==> src/rtl/fetch_queue.sv <==
// fetch_queue: multi-slot instruction queue between fetch and decode.
//
// Accepts up to ENQ_WIDTH instructions per cycle (pc, data, taken_branch),
// drops slots after the first valid predicted-taken slot, compacts the
// surviving slots into consecutive entries, and presents up to DEQ_WIDTH
// entries in order from the head for decode to pop.
//
// Ports:
//   clk, rst_n        clock, asynchronous active-low reset
//   flush_i           discard all contents and this cycle's enqueue
//   enq_valid_i       fetch packet present
//   enq_mask_i        per-slot valid (any pattern)
//   enq_pc_i          slot i pc at [i*PC_BITS +: PC_BITS]
//   enq_data_i        slot i instruction word
//   enq_taken_i       slot i predicted taken
//   enq_ready_o       room for a full packet (registered count only)
//   deq_valid_o       thermometer, bit i = head+i valid
//   deq_pc_o          head+i pc
//   deq_data_o        head+i instruction word
//   deq_taken_o       head+i taken flag
//   deq_pop_i         instructions consumed this cycle (clamped)
//   count_o           current occupancy
//
// Optional: define FETCH_QUEUE_STATS_EN to add stat_hwm_o (peak occupancy
// since reset/flush) and stat_stall_o (saturating enqueue-stall cycles).
module fetch_queue #(
  parameter int unsigned PC_BITS    = 32,
  parameter int unsigned INSTR_BITS = 32,
  parameter int unsigned ENQ_WIDTH  = 2,
  parameter int unsigned DEQ_WIDTH  = 2,
  parameter int unsigned DEPTH      = 8,
  localparam int unsigned CW = $clog2(DEPTH + 1),
  localparam int unsigned PW = $clog2(DEQ_WIDTH + 1)
) (
  input  logic                            clk,
  input  logic                            rst_n,
  input  logic                            flush_i,
  input  logic                            enq_valid_i,
  input  logic [ENQ_WIDTH-1:0]            enq_mask_i,
  input  logic [ENQ_WIDTH*PC_BITS-1:0]    enq_pc_i,
  input  logic [ENQ_WIDTH*INSTR_BITS-1:0] enq_data_i,
  input  logic [ENQ_WIDTH-1:0]            enq_taken_i,
  output logic                            enq_ready_o,
  output logic [DEQ_WIDTH-1:0]            deq_valid_o,
  output logic [DEQ_WIDTH*PC_BITS-1:0]    deq_pc_o,
  output logic [DEQ_WIDTH*INSTR_BITS-1:0] deq_data_o,
  output logic [DEQ_WIDTH-1:0]            deq_taken_o,
  input  logic [PW-1:0]                   deq_pop_i,
`ifdef FETCH_QUEUE_STATS_EN
  output logic [CW-1:0]                   stat_hwm_o,
  output logic [31:0]                     stat_stall_o,
`endif
  output logic [CW-1:0]                   count_o
);

  localparam int unsigned AW = $clog2(DEPTH);

  logic [PC_BITS-1:0]    mem_pc_q   [DEPTH];
  logic [INSTR_BITS-1:0] mem_data_q [DEPTH];
  logic                  mem_tk_q   [DEPTH];

  logic [AW-1:0] head_q, head_d, tail_q, tail_d;
  logic [CW-1:0] count_q, count_d;

  logic [ENQ_WIDTH-1:0] eff_mask, wr_en;
  logic [AW-1:0]        wr_idx [ENQ_WIDTH];
  logic [CW-1:0]        n_enq, n_pop, n_avail;
  logic                 accept;

  assign enq_ready_o = (count_q <= CW'(DEPTH - ENQ_WIDTH));
  assign accept      = enq_valid_i & enq_ready_o & ~flush_i;
  assign count_o     = count_q;

  // Truncate after the first valid taken slot and assign each survivor the
  // next consecutive entry after tail.
  always_comb begin : p_compact
    logic          kill;
    logic [AW-1:0] off;
    kill     = 1'b0;
    off      = '0;
    n_enq    = '0;
    eff_mask = '0;
    wr_en    = '0;
    for (int i = 0; i < ENQ_WIDTH; i++) begin
      eff_mask[i] = enq_mask_i[i] & ~kill;
      if (enq_mask_i[i] & enq_taken_i[i]) kill = 1'b1;
      wr_idx[i] = tail_q + off;
      wr_en[i]  = accept & eff_mask[i];
      if (eff_mask[i]) begin
        off   = off + AW'(1);
        n_enq = n_enq + CW'(1);
      end
    end
  end

  // Pop requests beyond the visible window are clamped.
  always_comb begin
    n_avail = (count_q > CW'(DEQ_WIDTH)) ? CW'(DEQ_WIDTH) : count_q;
    n_pop   = (CW'(deq_pop_i) > n_avail) ? n_avail : CW'(deq_pop_i);
  end

  always_comb begin
    head_d  = head_q + AW'(n_pop);
    tail_d  = accept ? tail_q + AW'(n_enq) : tail_q;
    count_d = count_q + (accept ? n_enq : '0) - n_pop;
    if (flush_i) begin
      head_d  = '0;
      tail_d  = '0;
      count_d = '0;
    end
  end

  always_ff @(posedge clk or negedge rst_n) begin
    if (!rst_n) begin
      head_q  <= '0;
      tail_q  <= '0;
      count_q <= '0;
    end else begin
      head_q  <= head_d;
      tail_q  <= tail_d;
      count_q <= count_d;
    end
  end

  // Payload storage is intentionally not reset.
  always_ff @(posedge clk) begin
    for (int i = 0; i < ENQ_WIDTH; i++) begin
      if (wr_en[i]) begin
        mem_pc_q[wr_idx[i]]   <= enq_pc_i[i*PC_BITS +: PC_BITS];
        mem_data_q[wr_idx[i]] <= enq_data_i[i*INSTR_BITS +: INSTR_BITS];
        mem_tk_q[wr_idx[i]]   <= enq_taken_i[i];
      end
    end
  end

  always_comb begin : p_read
    logic [AW-1:0] rd;
    deq_valid_o = '0;
    deq_pc_o    = '0;
    deq_data_o  = '0;
    deq_taken_o = '0;
    for (int i = 0; i < DEQ_WIDTH; i++) begin
      rd                                     = head_q + AW'(i);
      deq_valid_o[i]                         = (count_q > CW'(i));
      deq_pc_o[i*PC_BITS +: PC_BITS]         = mem_pc_q[rd];
      deq_data_o[i*INSTR_BITS +: INSTR_BITS] = mem_data_q[rd];
      deq_taken_o[i]                         = mem_tk_q[rd];
    end
  end

`ifdef FETCH_QUEUE_STATS_EN
  logic [CW-1:0] hwm_q, hwm_d;
  logic [31:0]   stall_q, stall_d;

  always_comb begin
    hwm_d   = (count_d > hwm_q) ? count_d : hwm_q;
    stall_d = stall_q;
    if (flush_i) hwm_d = '0;
    if (enq_valid_i && !enq_ready_o && !flush_i && !(&stall_q)) stall_d = stall_q + 32'd1;
  end

  always_ff @(posedge clk or negedge rst_n) begin
    if (!rst_n) begin
      hwm_q   <= '0;
      stall_q <= '0;
    end else begin
      hwm_q   <= hwm_d;
      stall_q <= stall_d;
    end
  end

  assign stat_hwm_o   = hwm_q;
  assign stat_stall_o = stall_q;
`else
  // Statistics counters are not built in this configuration.
`endif

endmodule

==> config.mk <==
export PLATFORM = sky130hd
export DESIGN_NAME = fetch_queue
export DESIGN_NICKNAME = d
export VERILOG_FILES = /design/src/rtl/fetch_queue.sv
export SDC_FILE = /design/constraint.sdc
export NUM_CORES = 1
export LEC_CHECK = 0
export BUFFER_PORTS_ARGS = -buffer_cell sky130_fd_sc_hd__buf_2
export CAP_MARGIN = 25
export CORE_AREA = 2 2 240 242
export DETAILED_ROUTE_END_ITERATION = 16
export DIE_AREA = 0 0 242 244
export GPL_TIMING_DRIVEN = 1
export PLACE_DENSITY = 0.72
export REMOVE_ABC_BUFFERS = 1
export SLEW_MARGIN = 20
export SYNTH_ARGS = -nofsm -noshare
export SYNTH_HDL_FRONTEND = slang
export SYNTH_SLANG_ARGS = --single-unit
==> constraint.sdc <==
create_clock -name clk -period 13.4 [get_ports clk]
set_input_delay 2.01 -clock clk [delete_from_list [all_inputs] [get_ports clk]]
set_output_delay 2.01 -clock clk [all_outputs]
set_load 0.01 [all_outputs]
==> flow_metrics.py, run 1 <==
metrics = {
    "grt": {
        "grt_first_pass_wirelength_mm": 120.5,
        "grt_pass1_vias": 18920,
        "antenna_found_initial": 15,
        "grt-ovfl-total": 0,
        "grt_max_degree": 65,
        "grt_usage_pct": 27.52,
    },
    "floorplan": {
        "die_width_um": 242,
        "die_y_um": 244,
        "die_area_um2": 59050,
        "num_rows": 87,
        "initial_core_util_pct": 54.76,
        "core_area_um2": 56170,
        "pin_count": 275,
    },
    "clock_tree": {
        "cts_num_sinks": 530,
        "clk_path_buf_depth": 3,
        "cts_made_buffers": 57,
        "cts.repair.resized": 0,
        "cts_setup_buffers": 0,
        "clkTransAtPathRegs_ns": 0.06,
        "cts_tree": "yes",
        "cts-root-buf": "clkbuf_16",
        "insertion_delay_ns": 0.61,
        "postCtsHoldBufs": 0,
        "cts_max_level": 2,
    },
    "finish": {
        "ff_latch_area_um2": 15880,
        "final_cell_area_um2": 34420,
        "final_util_pct": 61.28,
        "area_growth_pct": 11.92,
        "final_nets": 2080,
        "drive_gt1_share_pct": 53.53,
        "stdcell_count": 2730,
        "nFillCells": 4239,
        "multiInputGateArea_um2": 14140,
    },
    "critical_path": {
        "arrival_ns": 4.24,
        "path_max_fanout": 56,
        "crit_required_ns": 11.39,
        "start_kind": "flop",
        "critPathKind": "flop to output pin",
        "endpoint_kind": "output pin",
    },
    "synth": {
        "synth_area_um2": 30760,
        "syn_inst": 1683,
        "synth_edf_count": 520,
        "ys_seq_area_share_pct": 51.58,
        "ys_ff_latch": 530,
        "synth_area_per_cell_um2": 18.27,
        "synthDominantCellAreaShare_pct": 50.77,
        "yosys_warnings": 0,
        "ys_top_cells_by_area": "edfxtp_1 (51%), mux4_2 (19%), mux2_2 (14%)",
        "ys.flop_type": "edfxtp_1",
        "async_flop_share_pct": 1.887,
        "synth_top_area_cell": "edfxtp_1",
        "synth.distinct_cells": 41,
    },
    "sta": {
        "timing.final.crit_share_pct": 46.62,
        "fmax_mhz": 160.1,
        "fin_skew_ns": 0.01436,
        "fin_crit_ns": 6.247,
        "rsz0062_at_grt": "no",
        "max_slew_margin_pct": 25.36,
        "drv_slew": 0,
        "fin_tns_setup_ns": 0,
        "setup_viol": 0,
        "hold_viol": 0,
        "worstMarginPinSlew_ns": 1.120,
    },
    "routing": {
        "first_pass_iters": 5,
        "drc": 0,
        "routed_wl_mm": 80.75,
        "drt-wirelength-per-cell_um": 29.58,
        "drtIter0Drc": 1400,
        "vias": 17680,
        "antenna_left": 0,
        "viasPerCell": 6.476,
    },
    "placed_design": {
        "hpwlAfterDp_mm": 46.04,
        "post-place-cells": 2617,
        "place_congestion": 0.8088,
        "place_area_um2": 32650,
        "portBuffers": 274,
    },
    "flow_run": {
        "timing.max_cap.violations": 0,
    },
    "power_and_ir_drop": {
        "peakVddDrop_mv": 0.1575,
        "power_leakage_nw": 11.36,
        "cellPowerDensity_nw_per_um2": 182.5,
    },
    "outcome": {
        "outcome": "finished, final reports clean",
    },
    "min_path": {
        "holdCritPathClass": "flop to flop",
    },
}
[path summary, 6_finish.rpt]
| check | start | end | slack (ns) | cells past startpoint |
|---|---|---|---|---|
| max | head_q[0] | deq_data_o[26] | 7.15 | 6 |
| min | tail_q[0] | tail_q[0] | 0.73 | 2 |
| max reg2reg | count_o[2] | mem_pc_q[2][11] | 9.10 | 7 |
| min reg2reg | tail_q[0] | tail_q[0] | 0.73 | 2 |
| max in group asynchronous | rst_n | head_q[0] | 11.92 | 1 |
| min in group asynchronous | rst_n | count_o[3] | 1.25 | 1 |
[synth_stat cells (all sizes together) (2+ instances only)]
cell type and n:
o21ai 3, nand3 12, ha 14, nor2b 9, nor2 15, clkbuf 15, nand2 6, mux2 650
mux4 260, a21o 2, mux2i 2, nand4 2, buf 118, a22oi 2, xnor2 4, edfxtp 520
dfrtp 10, xor2 3, a21oi 5, a32oi 2, nor3 4, inv 8, and2 3, fa 4
[placed cells by master (no fill, tap or decap), types with 2 or more instances in the layout]
cell,n
a21o_1,2
a21oi_1,2
a21oi_4,3
a22oi_1,2
a32oi_1,2
and2_1,3
buf_12,3
buf_16,2
buf_2,274
buf_4,36
clkbuf_1,17
clkbuf_16,59
clkinv_1,16
clkinv_2,7
clkinvlp_4,2
dfrtp_1,7
dfrtp_4,3
diode_2,7
edfxtp_1,520
fa_1,4
ha_1,13
inv_1,8
mux2_1,265
mux2_2,385
mux2i_1,2
mux4_2,260
nand2_1,6
nand3_1,8
nand3_4,4
nand4_1,2
nor2_1,10
nor2_4,5
nor2b_1,9
nor3_4,4
o21ai_0,3
xnor2_1,4
[report_power, final]
group / switching, mW / internal, mW / total [mW]
Clock: 0.643 / 0.798 / 1.44
Sequential: 0.0908 / 1.88 / 1.97
Combinational: 1.37 / 1.50 / 2.87
Total: 2.10 / 4.18 / 6.28
[sequential cells by signal, summed over array words and instances, names as in the netlist]
| signal | flops |
|---|---|
| tail_q | 3 |
| mem_pc_q | 256 |
| mem_tk_q | 8 |
| mem_data_q | 256 |
| count_o | 4 |
| head_q | 3 |
[kinds of logic after synthesis]
kind of cell	Yosys count	synth area share [%]
AND/OR/NAND/NOR	58	1.082
XOR/XNOR	7	0.2238
flip-flops	530	51.58
AO/OA/AOI/OAI	17	0.3702
adder cells (fa/ha/maj)	18	0.8299
buffers and inverters	141	3.006
multiplexers	912	42.90
[cell type report]
| type | count | share of cell area, % |
|---|---|---|
| clock inverter | 26 | 0.3453 |
| multi-input combinational | 1012 | 41.07 |
| antenna | 7 | 0.05089 |
| clock buffer | 76 | 4.474 |
| timing repair buffer | 315 | 5.103 |
| inverter | 8 | 0.08723 |
| sequential | 530 | 46.12 |
| tap | 756 | 2.748 |
[stage by stage]
| step | setup slack [ns] | power, mW | hold WS, ns |
|---|---|---|---|
| floorplan | -2.296 | 4.446 | 0.6141 |
| global placement | 7.532 | 4.852 | 0.7063 |
| detailed placement | 7.531 | 4.878 | 0.7193 |
| CTS | 6.863 | 6.320 | 0.7351 |
| global route | 6.873 | 6.563 | 0.7874 |
| finish | 7.153 | 6.281 | 0.7280 |
[per-layer routing]
layer | wire (µm) | vias up | global-route usage (%)
met5 | 135 | - | 0
met4 | 1951 | 20 | 8.406
met3 | 6325 | 129 | 5.399
met2 | 39700 | 667 | 45.22
met1 | 32640 | 9315 | 37.49
li1 | - | 7548 | -
[worst max-delay path, cell delays in order, from the launching register on]
cell	delay, ns
dfrtp_4	0.79
buf_4	0.82
buf_4	0.62
buf_12	0.30
mux4_2	0.53
mux2_2	0.30
buf_2	0.15
Note: power is estimated with default switching activity, not from simulation.
==> inputs of run 2 (changes only) <==
- PLACE_DENSITY: 0.72 -> 0.75
- clock period: 13.4 -> 5 ns (I/O delays scaled with it)
==> flow_metrics.py, run 2 (synthesis results as in run 1) <==
metrics = {
    "sta": {
        "hold_viol": 0,
        "timing.final.crit_share_pct": 83.39,
        "setup_viol": 0,
        "whs_ns": 0.4458,
        "drv_slew": 0,
        "fmax_mhz": 239.8,
        "worst_slack_ns": 0.8304,
        "fin_crit_ns": 4.170,
        "fin_skew_ns": 0.01871,
        "max_slew_margin_pct": 31.73,
        "worstMarginPinSlew_ns": 1.024,
        "rsz0062_at_grt": "no",
    },
    "power_and_ir_drop": {
        "power_leakage_nw": 11.45,
        "swShare_pct": 33.65,
        "p_seq_share_pct": 30.4,
        "peakVddDrop_mv": 0.4960,
        "power_switching_mw": 5.748,
        "power.share.combinational_pct": 46.2,
        "clkPwrFrac_pct": 23.4,
        "cellPowerDensity_nw_per_um2": 492.7,
        "intPower_mw": 11.33,
    },
    "finish": {
        "drive_gt1_share_pct": 54.21,
        "area_growth_pct": 12.72,
        "final_nets": 2082,
        "layout_commonest_cell": "edfxtp_1",
        "final_cell_mix": "edfxtp_1 (520), mux2_2 (385), buf_2 (274)",
        "final_cell_area_um2": 34670,
    },
    "routing": {
        "viasPerCell": 6.527,
        "drtIter0Drc": 1471,
        "drc": 0,
        "vias": 17860,
        "routed_wl_mm": 80.83,
        "antenna_left": 0,
        "drt-wirelength-per-cell_um": 29.54,
        "first_pass_iters": 5,
    },
    "clock_tree": {
        "cts-root-buf": "clkbuf_16",
        "cts.repair.resized": 0,
        "cts_tree": "yes",
        "cts_max_level": 2,
        "cts_made_buffers": 56,
        "cts_setup_buffers": 0,
        "insertion_delay_ns": 0.63,
        "clkTransAtPathRegs_ns": 0.06,
        "postCtsHoldBufs": 1,
        "cts_num_sinks": 530,
        "clk_path_buf_depth": 3,
    },
    "critical_path": {
        "critPathKind": "flop to output pin",
        "cp_slowest_cell": "ha_4",
        "arrival_ns": 3.42,
        "critPathMaxStageDelay_ns": 0.70,
        "cp_num_buf_inv": 2,
        "path_max_fanout": 45,
        "crit_required_ns": 4.25,
        "cp_cell_sequence": "ha_4, buf_12, mux4_2, mux2_2, buf_2",
        "path_delay_family": "multiplexers",
        "endpoint_kind": "output pin",
        "start_kind": "flop",
        "rrSetupSlack_ns": 1.36,
    },
    "placed_design": {
        "place_congestion": 0.8638,
        "place_area_um2": 32880,
        "portBuffers": 274,
        "place_ws_ns": 1.185,
        "hpwlAfterDp_mm": 46.80,
    },
    "flow_run": {
        "timing.max_cap.violations": 0,
    },
    "floorplan": {
        "num_rows": 87,
        "die_width_um": 242,
        "die_y_um": 244,
        "pin_count": 275,
        "die_area_um2": 59050,
        "initial_core_util_pct": 54.76,
        "core_area_um2": 56170,
    },
    "grt": {
        "grt_first_pass_wirelength_mm": 121.1,
        "grt_max_degree": 132,
        "grt_usage_pct": 27.39,
        "antenna_found_initial": 14,
        "grt_pass1_vias": 19050,
        "grt-ovfl-total": 0,
    },
    "min_path": {
        "holdCritPathClass": "primary input to flop",
    },
    "outcome": {
        "outcome": "finished, final reports clean",
    },
}
## run 2: cell count changes in the layout (fill, tap and decap cells not counted), sizes merged, moves of 2 or more
cell / delta
clkinv: +6
clkbuf: -10
buf: +2
clkinvlp: +2
bufinv: +3
## run 2: layer usage
layer | global-route usage [%] | vias up | routed length [µm]
met3 | 5.685 | 122 | 6364
met2 | 45.94 | 712 | 40140
met1 | 36.94 | 9441 | 32610
li1 | - | 7568 | -
met5 | 0 | - | 83
met4 | 6.772 | 14 | 1627
## run 2: area by class of cell
cell class / instances / area, µm²
Fill cell: 4188 / 21500
Tap cell: 756 / 945.9
Clock inverter: 38 / 295.3
Inverter: 8 / 30.03
Clock buffer: 66 / 1439
Sequential cell: 530 / 15880
Antenna cell: 8 / 20.02
Timing Repair Buffer: 318 / 1924
Multi-Input combinational cell: 1012 / 14140
## run 2: stage by stage
step                      power, mW  instances  setup TNS [ns]  util (%)
after floorplan               10.72       1550         -950.91         -
after detailed placement      13.23       2622               0     58.53
after CTS                     17.23       2727               0     61.64
final                         17.08       2736               0     61.72
after global placement        13.13       2622               0     58.53
after global routing          17.85       2732               0     61.70
## run 2: power by group through the flow
stage / combinational (mW) / sequential, mW / clock [mW]
3_5_place_dp: 7.95 / 5.28 / 0
6_report: 7.90 / 5.19 / 3.99
4_1_cts: 8.00 / 5.19 / 4.04
5_1_grt: 8.42 / 5.21 / 4.22
2_1_floorplan: 5.11 / 5.61 / 0
3_3_place_gp: 7.86 / 5.28 / 0
## run 2: path summary, 6_finish.rpt
check / to / start / cells after the start
min in group asynchronous: tail_q[0] / rst_n / 2
hold reg to reg: tail_q[0] / tail_q[0] / 2
max in group asynchronous: head_q[2] / rst_n / 2
hold / removal: tail_q[0] / flush_i / 2
setup reg to reg: count_o[3] / count_o[2] / 16
setup / recovery: deq_pc_o[47] / head_q[0] / 5
## run 2: worst register-to-register path: stages (launching register included)
cell,delay [ns]
dfrtp_1,0.43
inv_1,0.10
ha_1,0.14
nor2b_1,0.34
nand2_1,0.12
inv_1,0.07
ha_1,0.22
nand2_1,0.07
o21ai_0,0.12
or3_1,0.37
a21oi_1,0.21
fa_1,0.48
ha_1,0.30
a21o_1,0.17
a21oi_1,0.19
xnor2_1,0.14
nor2_1,0.05
